$ cat src/rtl/sync_fifo_fwft_pkg.sv
// Shared types and helpers for the single-clock FIFO: the registered flag
// bundle and the function that derives every flag from a fill level.
package sync_fifo_fwft_pkg;

    typedef struct packed {
        logic full;
        logic almost_full;
        logic empty;
        logic almost_empty;
    } fifo_flags_t;

    function automatic fifo_flags_t derive_flags(input int level, input int depth,
                                                 input int af_buffer, input int ae_buffer);
        fifo_flags_t f;
        f.full         = (level == depth);
        f.almost_full  = ((depth - level) <= af_buffer);
        f.empty        = (level == 0);
        f.almost_empty = (level <= ae_buffer);
        return f;
    endfunction

endpackage

$ cat src/rtl/sync_fifo_fwft_mem.sv
// Register-array storage for the FIFO: one write port plus either an
// asynchronous (FWFT) or a registered read port.
module sync_fifo_fwft_mem
    import sync_fifo_fwft_pkg::*;
#(
    parameter int DATA_WIDTH = 16,
    parameter int ADDR_WIDTH = 2,
    parameter int FWFT       = 0
) (
    input  logic                  clk_i,
    input  logic                  reset_i,
    input  logic                  wr_en_i,
    input  logic [ADDR_WIDTH-1:0] waddr_i,
    input  logic [DATA_WIDTH-1:0] wdata_i,
    input  logic                  rd_en_i,
    input  logic [ADDR_WIDTH-1:0] raddr_i,
    output logic [DATA_WIDTH-1:0] rdata_o
);

    localparam int DEPTH = 1 << ADDR_WIDTH;

    logic [DATA_WIDTH-1:0] mem_q [DEPTH];

    // Storage is deliberately left unreset; the pointers define what is valid.
    always_ff @(posedge clk_i) begin
        if (wr_en_i) begin
            mem_q[waddr_i] <= wdata_i;
        end
    end

    generate
        if (FWFT != 0) begin : g_fwft
            logic unused_inputs;
            assign unused_inputs = reset_i ^ rd_en_i;
            assign rdata_o       = mem_q[raddr_i];
        end else begin : g_registered
            logic [DATA_WIDTH-1:0] rdata_q;

            // Output word only changes on an accepted read, so it survives flush.
            always_ff @(posedge clk_i) begin
                if (reset_i) begin
                    rdata_q <= '0;
                end else if (rd_en_i) begin
                    rdata_q <= mem_q[raddr_i];
                end
            end

            assign rdata_o = rdata_q;
        end
    endgenerate

endmodule

$ cat src/rtl/sync_fifo_fwft.sv
// Single-clock FIFO with optional first-word-fall-through, fill level,
// one-cycle flush and sticky overflow/underflow flags.
module sync_fifo_fwft
    import sync_fifo_fwft_pkg::*;
#(
    parameter int DATA_WIDTH          = 16,
    parameter int ADDR_WIDTH          = 2,
    parameter int ALMOST_FULL_BUFFER  = 2,
    parameter int ALMOST_EMPTY_BUFFER = 2,
    parameter int FWFT                = 0
) (
    input  logic                  clk_i,
    input  logic                  reset_i,
    input  logic                  flush_i,
    input  logic                  err_clr_i,
    input  logic                  wr_en_i,
    input  logic [DATA_WIDTH-1:0] wdata_i,
    output logic                  wfull_o,
    output logic                  walmost_full_o,
    input  logic                  rd_en_i,
    output logic [DATA_WIDTH-1:0] rdata_o,
    output logic                  rempty_o,
    output logic                  ralmost_empty_o,
    output logic [ADDR_WIDTH:0]   level_o,
    output logic                  overflow_o,
    output logic                  underflow_o
);

    localparam int DEPTH = 1 << ADDR_WIDTH;

    generate
        if (ADDR_WIDTH < 1) begin : g_bad_addr_width
            $error("sync_fifo_fwft: ADDR_WIDTH must be at least 1");
        end
        if (ALMOST_FULL_BUFFER >= DEPTH) begin : g_bad_af_buffer
            $error("sync_fifo_fwft: ALMOST_FULL_BUFFER must be below DEPTH");
        end
        if (ALMOST_EMPTY_BUFFER >= DEPTH) begin : g_bad_ae_buffer
            $error("sync_fifo_fwft: ALMOST_EMPTY_BUFFER must be below DEPTH");
        end
    endgenerate

    logic [ADDR_WIDTH:0] wr_ptr_q, rd_ptr_q, wr_ptr_next, rd_ptr_next;
    logic [ADDR_WIDTH:0] level_q, level_next;
    fifo_flags_t         flags_q, flags_next;
    logic                overflow_q, underflow_q, overflow_next, underflow_next;
    logic                wr_accept, rd_accept;

    // Acceptance looks only at this cycle's registered flags; flush swallows
    // both requests so a dropped write never counts as an overflow.
    always_comb begin
        wr_accept   = wr_en_i & ~flags_q.full  & ~flush_i;
        rd_accept   = rd_en_i & ~flags_q.empty & ~flush_i;
        wr_ptr_next = wr_ptr_q + (ADDR_WIDTH + 1)'(wr_accept);
        rd_ptr_next = flush_i ? wr_ptr_q : rd_ptr_q + (ADDR_WIDTH + 1)'(rd_accept);
        level_next  = wr_ptr_next - rd_ptr_next;
        flags_next  = derive_flags(int'(level_next), DEPTH,
                                   ALMOST_FULL_BUFFER, ALMOST_EMPTY_BUFFER);
        overflow_next  = (wr_en_i & flags_q.full  & ~flush_i) | (overflow_q  & ~err_clr_i);
        underflow_next = (rd_en_i & flags_q.empty & ~flush_i) | (underflow_q & ~err_clr_i);
    end

    always_ff @(posedge clk_i) begin
        if (reset_i) begin
            wr_ptr_q    <= '0;
            rd_ptr_q    <= '0;
            level_q     <= '0;
            flags_q     <= derive_flags(0, DEPTH, ALMOST_FULL_BUFFER, ALMOST_EMPTY_BUFFER);
            overflow_q  <= 1'b0;
            underflow_q <= 1'b0;
        end else begin
            wr_ptr_q    <= wr_ptr_next;
            rd_ptr_q    <= rd_ptr_next;
            level_q     <= level_next;
            flags_q     <= flags_next;
            overflow_q  <= overflow_next;
            underflow_q <= underflow_next;
        end
    end

    sync_fifo_fwft_mem #(
        .DATA_WIDTH (DATA_WIDTH),
        .ADDR_WIDTH (ADDR_WIDTH),
        .FWFT       (FWFT)
    ) u_mem (
        .clk_i   (clk_i),
        .reset_i (reset_i),
        .wr_en_i (wr_accept),
        .waddr_i (wr_ptr_q[ADDR_WIDTH-1:0]),
        .wdata_i (wdata_i),
        .rd_en_i (rd_accept),
        .raddr_i (rd_ptr_q[ADDR_WIDTH-1:0]),
        .rdata_o (rdata_o)
    );

    assign wfull_o         = flags_q.full;
    assign walmost_full_o  = flags_q.almost_full;
    assign rempty_o        = flags_q.empty;
    assign ralmost_empty_o = flags_q.almost_empty;
    assign level_o         = level_q;
    assign overflow_o      = overflow_q;
    assign underflow_o     = underflow_q;

endmodule

$ cat config.mk
export PLATFORM = sky130hd
export DESIGN_NAME = sync_fifo_fwft
export DESIGN_NICKNAME = d
export VERILOG_FILES = /design/src/rtl/sync_fifo_fwft_pkg.sv /design/src/rtl/sync_fifo_fwft_mem.sv /design/src/rtl/sync_fifo_fwft.sv
export SDC_FILE = /design/constraint.sdc
export NUM_CORES = 1
export LEC_CHECK = 0
export CORE_MARGIN = 2
export CORE_UTILIZATION = 45
export CTS_CLUSTER_DIAMETER = 30
export DETAILED_ROUTE_END_ITERATION = 10
export GPL_TIMING_DRIVEN = 0
export PLACE_DENSITY = 0.74
export SLEW_MARGIN = 0
export SYNTH_ARGS = -nofsm -noshare
export SYNTH_HDL_FRONTEND = slang
export SYNTH_HIERARCHICAL = 1
export SYNTH_SLANG_ARGS = --single-unit
export TNS_END_PERCENT = 100
$ cat constraint.sdc
create_clock -name clk_i -period 5 [get_ports clk_i]
set_input_delay 1 -clock clk_i [delete_from_list [all_inputs] [get_ports clk_i]]
set_output_delay 1 -clock clk_i [all_outputs]
set_load 0.1 [all_outputs]
# [After elaboration in Yosys (flattened, before gate mapping)]
# Memories as Yosys holds them, arrays and structs flattened. A register that Yosys moved wholly into a read port is not among the register bits.
# Index checks and enable logic that the tools add are counted.
[op_classes] n_addsub=4 order_cmp=2 n_eq_ne=1 mux=3 bitwise=16 n_reduce_logical=1
[op_table] cell="1-bit AND" n=10
[op_table] cell="3-bit by 1-bit adder with 3-bit output" n=2
[op_table] cell="4-bit by 3-bit <= comparator with 1-bit output, second input constant" n=1
[op_table] cell="1-bit NOT" n=4
[op_table] cell="3-bit by 3-bit subtractor with 4-bit output, first input constant" n=1
[op_table] cell="3-bit equality test, second input constant" n=1
[op_table] cell="3-bit by 2-bit <= comparator with 1-bit output, second input constant" n=1
[op_table] cell="3-bit logical NOT" n=1
[op_table] cell="3-bit two-way mux" n=1
[op_table] cell="3-bit subtractor" n=1
[op_table] cell="1-bit two-way mux" n=2
[op_table] cell="1-bit bitwise OR" n=2
[word_totals] reg_bits=15 mem_bits_rw=64 output_inout_bits=25 elab_cells=37 n_memories=1
[mem_list] name="u_mem.mem_q" words=4 word_bits=16 read_ports=1 rd_ports_with_merged_regs=1 write_ports=1 line_no="sync_fifo_fwft_mem.sv:22" rtl="logic [DATA_WIDTH-1:0] mem_q [DEPTH];"

# [Depth between registers and ports, before layout]
# Gate-level depths: netlist of run 1.
[depth] depth_word=8 depth_mapped=14 depth_no_buf=13

# [By module]
# The synthesis of run 1 kept the hierarchy.
[modules_own_cells] mod="sync_fifo_fwft_mem" n_inst=1 cells_each=160 area_each_um2=3002.9 seq_area_each_um2=2242.2
[modules_own_cells] mod="sync_fifo_fwft" n_inst=1 cells_each=73 area_each_um2=803.3 seq_area_each_um2=300.3

# [Worst setup path after synthesis of run 1]
# Ideal clock, no wire load.
[synth_timing] path_type="input -> register" from="input port flush_i" to="register flags_q, in the netlist walmost_full_o" setup_time_ns=0.088 arrival_time_ns=3.880 required_ns=4.912 slack_ns=1.032 path_stages=14 n_path_buf=1 cell_sequence="buf_2 nor3b_1 ha_1 mux2_2 ha_1 inv_1 fa_1 xor2_1 nand3_1 nand2_1 ha_1 inv_1 a221oi_2 nor4_2"
[synth_between] elab_chain_len=7 word_cells_on_any_way=9
[synth_lines] element="start: declaration" line_no="sync_fifo_fwft.sv:14" rtl="input logic flush_i,"
[synth_lines] element="1-bit NOT" line_no="sync_fifo_fwft.sv:53" rtl="rd_accept = rd_en_i & ~flags_q.empty & ~flush_i;"
[synth_lines] element="1-bit AND" line_no="sync_fifo_fwft.sv:53"
[synth_lines] element="via rd_accept" line_no="sync_fifo_fwft.sv:47" rtl="logic wr_accept, rd_accept;"
[synth_lines] element="3-bit by 1-bit adder with 3-bit output" line_no="sync_fifo_fwft.sv:55" rtl="rd_ptr_next = flush_i ? wr_ptr_q : rd_ptr_q + (ADDR_WIDTH + 1)'(rd_accept);"
[synth_lines] element="3-bit two-way mux" line_no="sync_fifo_fwft.sv:55"
[synth_lines] element="via rd_ptr_next[0]" line_no="sync_fifo_fwft.sv:43" rtl="logic [ADDR_WIDTH:0] wr_ptr_q, rd_ptr_q, wr_ptr_next, rd_ptr_next;"
[synth_lines] element="3-bit subtractor" line_no="sync_fifo_fwft.sv:56" rtl="level_next = wr_ptr_next - rd_ptr_next;"
[synth_lines] element="via level_next[2]" line_no="sync_fifo_fwft.sv:44" rtl="logic [ADDR_WIDTH:0] level_q, level_next;"
[synth_lines] element="3-bit by 3-bit subtractor with 4-bit output" line_no="sync_fifo_fwft_pkg.sv:16" rtl="f.almost_full = ((depth - level) <= af_buffer);"
[synth_lines] element="4-bit by 3-bit <= comparator with 1-bit output" line_no="sync_fifo_fwft_pkg.sv:16"
[synth_lines] element="end signal: assignment" line_no="sync_fifo_fwft.sv:68" rtl="flags_q <= derive_flags(0, DEPTH, ALMOST_FULL_BUFFER, ALMOST_EMPTY_BUFFER);"
[synth_lines] element="end signal: assignment" line_no="sync_fifo_fwft.sv:75" rtl="flags_q <= flags_next;"
[synth_lines] element="end: declaration" line_no="sync_fifo_fwft.sv:45" rtl="fifo_flags_t flags_q, flags_next;"
# The timed path passes the listed nets, and every way through them passes these cells.
# A chain may end at the register's enable or synchronous reset.

# [Final worst setup path of run 1]
[layout_timing] from="input port rd_en_i" to="register flags_q, in the netlist walmost_full_o"
[layout_between] elab_chain_len=7
[layout_lines] element="start: declaration" line_no="sync_fifo_fwft.sv:20" rtl="input logic rd_en_i,"
[layout_lines] element="1-bit AND (2 in a row)" line_no="sync_fifo_fwft.sv:53"
[layout_lines] element="via rd_accept" line_no="sync_fifo_fwft.sv:47"
[layout_lines] element="3-bit by 1-bit adder with 3-bit output" line_no="sync_fifo_fwft.sv:55"
[layout_lines] element="3-bit two-way mux" line_no="sync_fifo_fwft.sv:55"
[layout_lines] element="via rd_ptr_next[0]" line_no="sync_fifo_fwft.sv:43"
[layout_lines] element="3-bit subtractor" line_no="sync_fifo_fwft.sv:56"
[layout_lines] element="via level_next[2]" line_no="sync_fifo_fwft.sv:44"
[layout_lines] element="3-bit by 3-bit subtractor with 4-bit output" line_no="sync_fifo_fwft_pkg.sv:16"
[layout_lines] element="4-bit by 3-bit <= comparator with 1-bit output" line_no="sync_fifo_fwft_pkg.sv:16"
# The timed path passes the listed nets, and every way through them passes these cells.

==> qor.yml, run 1 <==
die_h_um: 96.0
synth_nets: 266
crit_path_cell_trace: "clkdlybuf4s50_1, nor3b_1, ha_1, mux2_2, ha_1, inv_1, fa_1, xor2_1, nand3_1, nand2_1, ha_1, inv_1, a221oi_2, nor4_2"
synth_area_per_cell_um2: 16.3
grt_max_degree: 17
grt-ovfl-total: 0
nNetsFinal: 324
cp.buffers_inverters: 3
status: "completed"
p_seq_frac: 0.498
drt_wl_total_um: 6980
clkSinkCount: 95
antenna_found_initial: 0
switching_share: 0.269
setup_violations: 0
min_period_ns: 4.62
ir_worst_vdd_v: 0.000241
insertion_delay_ns: 0.36
p_switching_w: 0.000476
grt_usage: 0.166
cp_common_cell: "ha_1"
min-delay-start: "underflow_o"
p_leak_nw: 1.56
dp_hpwl_um: 4670
slowest_stage: "nor3b_1"
pwr-share-clk: 0.330
final-hold-violation-count: 0
dp.cells: 385
cts_tree: "yes"
synth_edf_count: 64
hold_path_class: "flop to flop"
start_kind: "input pin"
syn_to_final_growth_pct: 22.4
drc: 0
finClkSkew_ns: 0.0165
ios: 47
post-route-period-util: 0.925
routed_via_density: 5.23
grt_pass1_wl_um: 11100
crit_fanout: 10
p_int_w: 0.00130
wl_per_cell_um: 17.4
cp.arrival_ns: 4.88
drtIter0Drc: 113
cts_root_buf: "clkbuf_8"
slew_headroom: 0.214
via_count: 2098
gp_congestion: 0.741
netlist.area_leader.share: 0.505
initial_core_util: 0.463
rows: 33
synth_top_cell_by_area: "edfxtp_1"
netlist_area_um2: 3810
htree_num_levels: 3
worstMarginPinSlew_ns: 1.18
cpLargestDelayFamily: "simple AND/OR/NAND/NOR gates"
dieArea_um2: 9210
yosysWarnings: 6
dpl_worst_slack_ns: 0.0155
rsz0062_at_grt: "no"
post-cts-setup-buffer-count: 0
worst_ep_required_time_ns: 5.26
tns_ns: 0
cpPeakStageDelay_ns: 0.94
diodes: 0
combPwrFrac: 0.172
ant_nets: 0
first_pass_iters: 4
stdcell_count: 401
async_flop_share: 0
ctsResizeCount: 0
timing.final.ws_setup_ns: 0.377
postCtsHoldBufs: 0
ys.flop_type: "edfxtp_1"
io_buffers: 45
cts_buffers: 9
cts_buffer_depth: 2
grt_pass1_vias: 2153
path_class: "input pin to flop"
netlist_instances: 233
ys_types: 37
fmax_mhz: 216
final_layout_size_suffix_gt1_frac: 0.206
core_um2: 8220
setup.worst_path.end_class: "flop"
die_w_um: 96.0
ys_ff_latch: 95
cap_violations: 0
reg2reg_from: "rempty_o"
clkTransAtPathRegs_ns: 0.09
slew_violations: 0
seq_area_frac_synth: 0.668
synth.area.top_cells: "edfxtp_1, dfxtp_1, mux2i_1, o221ai_2, or3b_2"
crit_path_start: "rd_en_i"
power_density_nw_per_um2: 380
power by group through the flow:
stage	Combinational, W	Clock [W]	Sequential [W]
after global placement	0.000299	0	0.000900
after CTS	0.000308	0.000601	0.000883
after global routing	0.000322	0.000630	0.000886
final	0.000304	0.000586	0.000882
after floorplan	0.000100	0	0.00102
after detailed placement	0.000307	0	0.000900
per-layer routing:
layer / vias to the layer above / wire length [um] / GRT usage
met5: - / 0 / 0
met4: 0 / 53 / 0.0429
met3: 4 / 363 / 0.0532
met2: 51 / 3430 / 0.276
met1: 1032 / 3140 / 0.211
li1: 1011 / - / -
logic make-up after synthesis:
family / Yosys count / synth area share
DFF: 95 / 0.668
and+or+nand+nor: 45 / 0.0809
buffers and inverters: 17 / 0.0217
xor gates and xnor gates: 6 / 0.0220
adders and majority gates: 11 / 0.0381
AOI/OAI and AO/OA: 25 / 0.0796
muxes: 34 / 0.0897
cell usage in the layout (no fill, tap or decap), drive strengths merged, types with 4 or more instances in the layout:
cell	Yosys	layout
or3b	17	17
inv	6	7
edfxtp	64	64
mux2i	33	33
ha	10	10
clkdlybuf4s50	0	45
clkbuf	3	14
buf	8	10
o221ai	16	16
dfxtp	31	31
nand2	4	4
nor2	8	8
synth_stat cells (2+ instances only):
| master | instances |
|---|---|
| nand2b_1 | 3 |
| dfxtp_1 | 31 |
| nor2_1 | 8 |
| a32oi_1 | 2 |
| o221ai_1 | 6 |
| edfxtp_1 | 64 |
| buf_2 | 6 |
| mux2i_1 | 33 |
| nor2b_1 | 3 |
| nor3b_1 | 3 |
| or3b_2 | 16 |
| xor2_1 | 2 |
| inv_1 | 6 |
| ha_1 | 10 |
| nand2_1 | 4 |
| o221ai_2 | 10 |
| clkbuf_1 | 3 |
| xnor2_1 | 2 |
| a21oi_1 | 3 |
tightest hold or removal path: stages (launching register included):
cell	delay [ns]
dfxtp_1	0.35
a32oi_1	0.06
nor2_1	0.07
path summary, 6_finish.rpt:
path | to | slack (ns) | cells after the start
max | walmost_full_o | 0.38 | 14
min | underflow_o | 0.51 | 2
max reg2reg | walmost_full_o | 1.16 | 13
min reg2reg | underflow_o | 0.51 | 2
per-stage QoR:
step                hold WS (ns)  total power (W)  instance area [um^2]  utilization
floorplan                  0.480          0.00112                  3810            -
global route               0.544          0.00184                  4660        0.567
detailed placement         0.480          0.00121                  4420        0.538
finish                     0.507          0.00177                  4660        0.567
global placement           0.471          0.00120                  4390        0.534
CTS                        0.507          0.00179                  4660        0.567
area by class of cell:
type	instances	area, um^2
Fill cell	639	3560
Inverter	6	22.5
Buffer	11	60.1
Clock buffer	11	131
Sequential cell	95	2540
Clock inverter	5	106
Multi-Input combinational cell	121	1190
Tap cell	105	131
Timing Repair Buffer	47	477
sequential cells by signal, summed over array words and instances, names as in the netlist:
| name | count |
|---|---|
| u_mem/rdata_o | 16 |
| rd_ptr_q | 3 |
| wr_ptr_q | 3 |
| rempty_o | 1 |
| ralmost_empty_o | 1 |
| level_o | 3 |
| underflow_o | 1 |
| overflow_o | 1 |
| u_mem/mem_q | 64 |
| walmost_full_o | 1 |
| wfull_o | 1 |
(Power assumes the default switching activity.)
==> inputs of run 2 (changes only) <==
Settings changed: CTS_BUF_LIST set to sky130_fd_sc_hd__clkbuf_8.
==> qor.yml, run 2 (same netlist as run 1, synthesis figures left out) <==
status: "completed"
grt-ovfl-total: 0
post-cts-setup-buffer-count: 0
path_class: "input pin to flop"
grt_max_degree: 17
slew_violations: 0
slew_headroom: 0.213
final_common_cell: "edfxtp_1"
first_pass_iters: 4
cp.arrival_ns: 4.89
postCtsHoldBufs: 0
routed_via_density: 5.23
power_density_nw_per_um2: 380
final_cell_mix: "edfxtp_1, clkdlybuf4s50_1, mux2i_1"
cts_root_buf: "clkbuf_8"
die_h_um: 96.0
clkSinkCount: 95
reg2reg_slack_ns: 1.16
final-hold-violation-count: 0
initial_core_util: 0.463
final_area_um2: 4660
fill_cells: 639
rsz0062_at_grt: "no"
htree_num_levels: 3
grt_pass1_wl_um: 11100
gp_congestion: 0.741
grt_pass1_vias: 2153
p_leak_nw: 1.57
clkTransAtPathRegs_ns: 0.09
min_period_ns: 4.62
dieArea_um2: 9210
drt_wl_total_um: 6980
nNetsFinal: 324
dpl_worst_slack_ns: 0.0155
finClkSkew_ns: 0.0169
largest_reg_flops: 64
ios: 47
crit_path_cell_trace: "clkdlybuf4s50_1, nor3b_1, ha_1, mux2_2, ha_1, inv_1, fa_1, xor2_1, nand3_1, nand2_1, ha_1, inv_1, a221oi_2, nor4_2"
worstMarginPinSlew_ns: 1.18
ir_worst_vdd_v: 0.000241
reg2regPathDepth: 13
ant_nets: 0
drc: 0
placed_area_um2: 4420
slowest_stage: "nor3b_1"
antenna_found_initial: 0
fmax_mhz: 216
rows: 33
ff_latch_area_um2: 2540
holdWs_ns: 0.507
die_w_um: 96.0
cap_violations: 0
crit_fanout: 10
hold_path_class: "flop to flop"
syn_to_final_growth_pct: 22.4
cpPeakStageDelay_ns: 0.95
wl_per_cell_um: 17.4
cts_buffers: 9
setup.worst_path.end_class: "flop"
cts_buffer_depth: 2
core_um2: 8220
start_kind: "input pin"
insertion_delay_ns: 0.36
drtIter0Drc: 111
grt_usage: 0.166
io_buffers: 45
holdPathStages: 2
post-route-period-util: 0.925
cts_tree: "yes"
timing.final.ws_setup_ns: 0.376
via_count: 2098
cp_common_cell: "ha_1"
ctsResizeCount: 0
multi_input_area_um2: 1190
dp_hpwl_um: 4670
diodes: 0
final_layout_size_suffix_gt1_frac: 0.206
worst_ep_required_time_ns: 5.26
tns_ns: 0
setup_violations: 0
largest_register: "u_mem/mem_q"
[run 2: path summary, 6_finish.rpt]
check	start	end
worst max-delay path	rd_en_i	walmost_full_o
worst min-delay path	underflow_o	underflow_o
worst max register to register	rempty_o	walmost_full_o
worst min register to register	underflow_o	underflow_o
[run 2: power by group]
part           internal, W  switching [W]  total [W]
registers         0.000869      0.0000129   0.000882
clock network     0.000330       0.000251   0.000582
logic            0.0000924       0.000212   0.000304
[run 2: layout make-up]
class	instances	share of cell area
Multi-Input combinational cell	121	0.255
Clock inverter	7	0.0244
Buffer	11	0.0129
Timing Repair Buffer	47	0.102
Tap cell	105	0.0282
Sequential cell	95	0.546
Clock buffer	9	0.0266
Inverter	6	0.00483
[run 2: worst max-delay path, delay by kind of cell]
family	cells	cell delay, ns
simple gates	4	1.52
fa+ha+maj	4	1.01
buf+inv	3	0.69
xor+xnor	1	0.31
mux	1	0.27
compound gates	1	0.08
[run 2: stage by stage]
step                power (W)   util  std cells
floorplan             0.00112      -        233
global placement      0.00120  0.534        383
detailed placement    0.00121  0.538        385
CTS                   0.00179  0.567        401
global route          0.00183  0.567        401
finish                0.00177  0.567        401
[run 2: layer usage]
| layer | vias to the layer above | track usage | routed length, um |
|---|---|---|---|
| met5 | - | 0 | 0 |
| met4 | 0 | 0.0429 | 53 |
| met3 | 4 | 0.0532 | 362 |
| met2 | 51 | 0.276 | 3450 |
| met1 | 1031 | 0.211 | 3110 |
| li1 | 1012 | - | - |
==> inputs of run 3 (changes only) <==
Settings changed: CAP_MARGIN set to 10.
==> qor.yml, run 3 (same netlist as run 1, synthesis figures left out) <==
syn_to_final_growth_pct: 22.6
largest_register: "u_mem/mem_q"
final_area_um2: 4660
postLayoutCoreUtil: 0.568
cp.depth: 15
largest_reg_flops: 64
drt_wl_total_um: 7050
grt_pass1_wl_um: 11100
cts_buffer_depth: 2
start_kind: "input pin"
power_density_nw_per_um2: 380
cts_tree: "yes"
worstMarginPinSlew_ns: 0.985
reg2reg_from: "rempty_o"
ctsResizeCount: 0
post-route-period-util: 0.881
cp_common_cell: "ha_1"
cts_root_buf: "clkbuf_8"
drc: 0
slew_headroom: 0.341
reg2reg_slack_ns: 1.38
ios: 47
final_layout_size_suffix_gt1_frac: 0.209
tns_ns: 0
initial_core_util: 0.463
hold_path_class: "flop to flop"
path_class: "input pin to flop"
postCtsHoldBufs: 0
setup_violations: 0
p_leak_nw: 1.57
slew_violations: 0
drtIter0Drc: 134
holdPathStages: 2
rows: 33
dieArea_um2: 9210
dp_hpwl_um: 4670
hold_end: "underflow_o"
insertion_delay_ns: 0.36
placed_area_um2: 4420
routed_via_density: 5.25
antenna_found_initial: 0
nNetsFinal: 325
clkTransAtPathRegs_ns: 0.09
final_cell_mix: "edfxtp_1, clkdlybuf4s50_1, mux2i_1"
ant_nets: 0
grt_pass1_vias: 2153
first_pass_iters: 6
io_buffers: 45
worst_r2r_endpoint: "walmost_full_o"
worst_ep_required_time_ns: 5.26
setup.worst_path.end_class: "flop"
crit_fanout: 6
final_common_cell: "edfxtp_1"
cp.arrival_ns: 4.67
cap_violations: 0
via_count: 2111
post-cts-setup-buffer-count: 0
die_h_um: 96.0
cts_buffers: 9
fill_cells: 638
crit_path_cell_trace: "clkdlybuf4s50_1, nor3b_1, clkbuf_2, ha_1, mux2_2, ha_1, inv_1, fa_1, xor2_1, nand3_1, nand2_1, ha_1, inv_1, a221oi_2, nor4_2"
holdWs_ns: 0.506
grt_max_degree: 17
finClkSkew_ns: 0.0168
status: "completed"
cp.buffers_inverters: 4
fmax_mhz: 227
grt_usage: 0.166
rsz0062_at_grt: "no"
min-delay-start: "underflow_o"
die_w_um: 96.0
wl_per_cell_um: 17.5
clkSinkCount: 95
cpPeakStageDelay_ns: 0.60
min_period_ns: 4.41
core_um2: 8220
htree_num_levels: 3
ir_worst_vdd_v: 0.000242
final-hold-violation-count: 0
cpLargestDelayFamily: "simple AND/OR/NAND/NOR gates"
diodes: 0
grt-ovfl-total: 0
gp_congestion: 0.741
reg2regPathDepth: 14
slowest_stage: "nor3b_1"
power_w: 0.00177
[run 3: cell count changes in the layout (fill, tap and decap cells not counted), sizes merged]
cell	delta
clkbuf	+1
[run 3: area by class of cell]
cell class,instances,area [um^2],area share
Clock inverter,7,114,0.0244
Sequential cell,95,2540,0.545
Timing Repair Buffer,48,482,0.103
Tap cell,105,131,0.0282
Multi-Input combinational cell,121,1190,0.255
Buffer,11,60.1,0.0129
Clock buffer,9,124,0.0266
Inverter,6,22.5,0.00483
[run 3: worst min-delay path: stages (launching register included)]
cell and delay (ns):
dfxtp_1 0.35, a32oi_1 0.06, nor2_1 0.07
[run 3: worst max-delay path by stage]
| stage | start | end |
|---|---|---|
| after floorplan | flush_i | walmost_full_o |
| after global placement | rd_en_i | walmost_full_o |
| after global routing | rd_en_i | walmost_full_o |
| final | rd_en_i | walmost_full_o |
| after CTS | rd_en_i | walmost_full_o |
| after detailed placement | rd_en_i | walmost_full_o |
[run 3: through the flow]
stage / cells / setup WS, ns
final: 402 / 0.593
after floorplan: 233 / 1.03
after global routing: 402 / 0.275
after global placement: 383 / 0.0345
after CTS: 401 / 0.367
after detailed placement: 385 / 0.0155
[run 3: where the power goes]
part / switching [W] / total [W] / internal (W) / leakage [nW]
Combinational: 0.000212 / 0.000305 / 0.0000928 / 0.617
Sequential: 0.0000130 / 0.000882 / 0.000869 / 0.833
Clock: 0.000253 / 0.000583 / 0.000330 / 0.122
[run 3: routing by layer]
metal  global-route usage  share of wire  vias up
li1                     -              -     1012
met1                0.211           0.46     1042
met2                0.276           0.48       49
met3               0.0532          0.049        8
met4               0.0429         0.0099        0
met5                    0              0        -
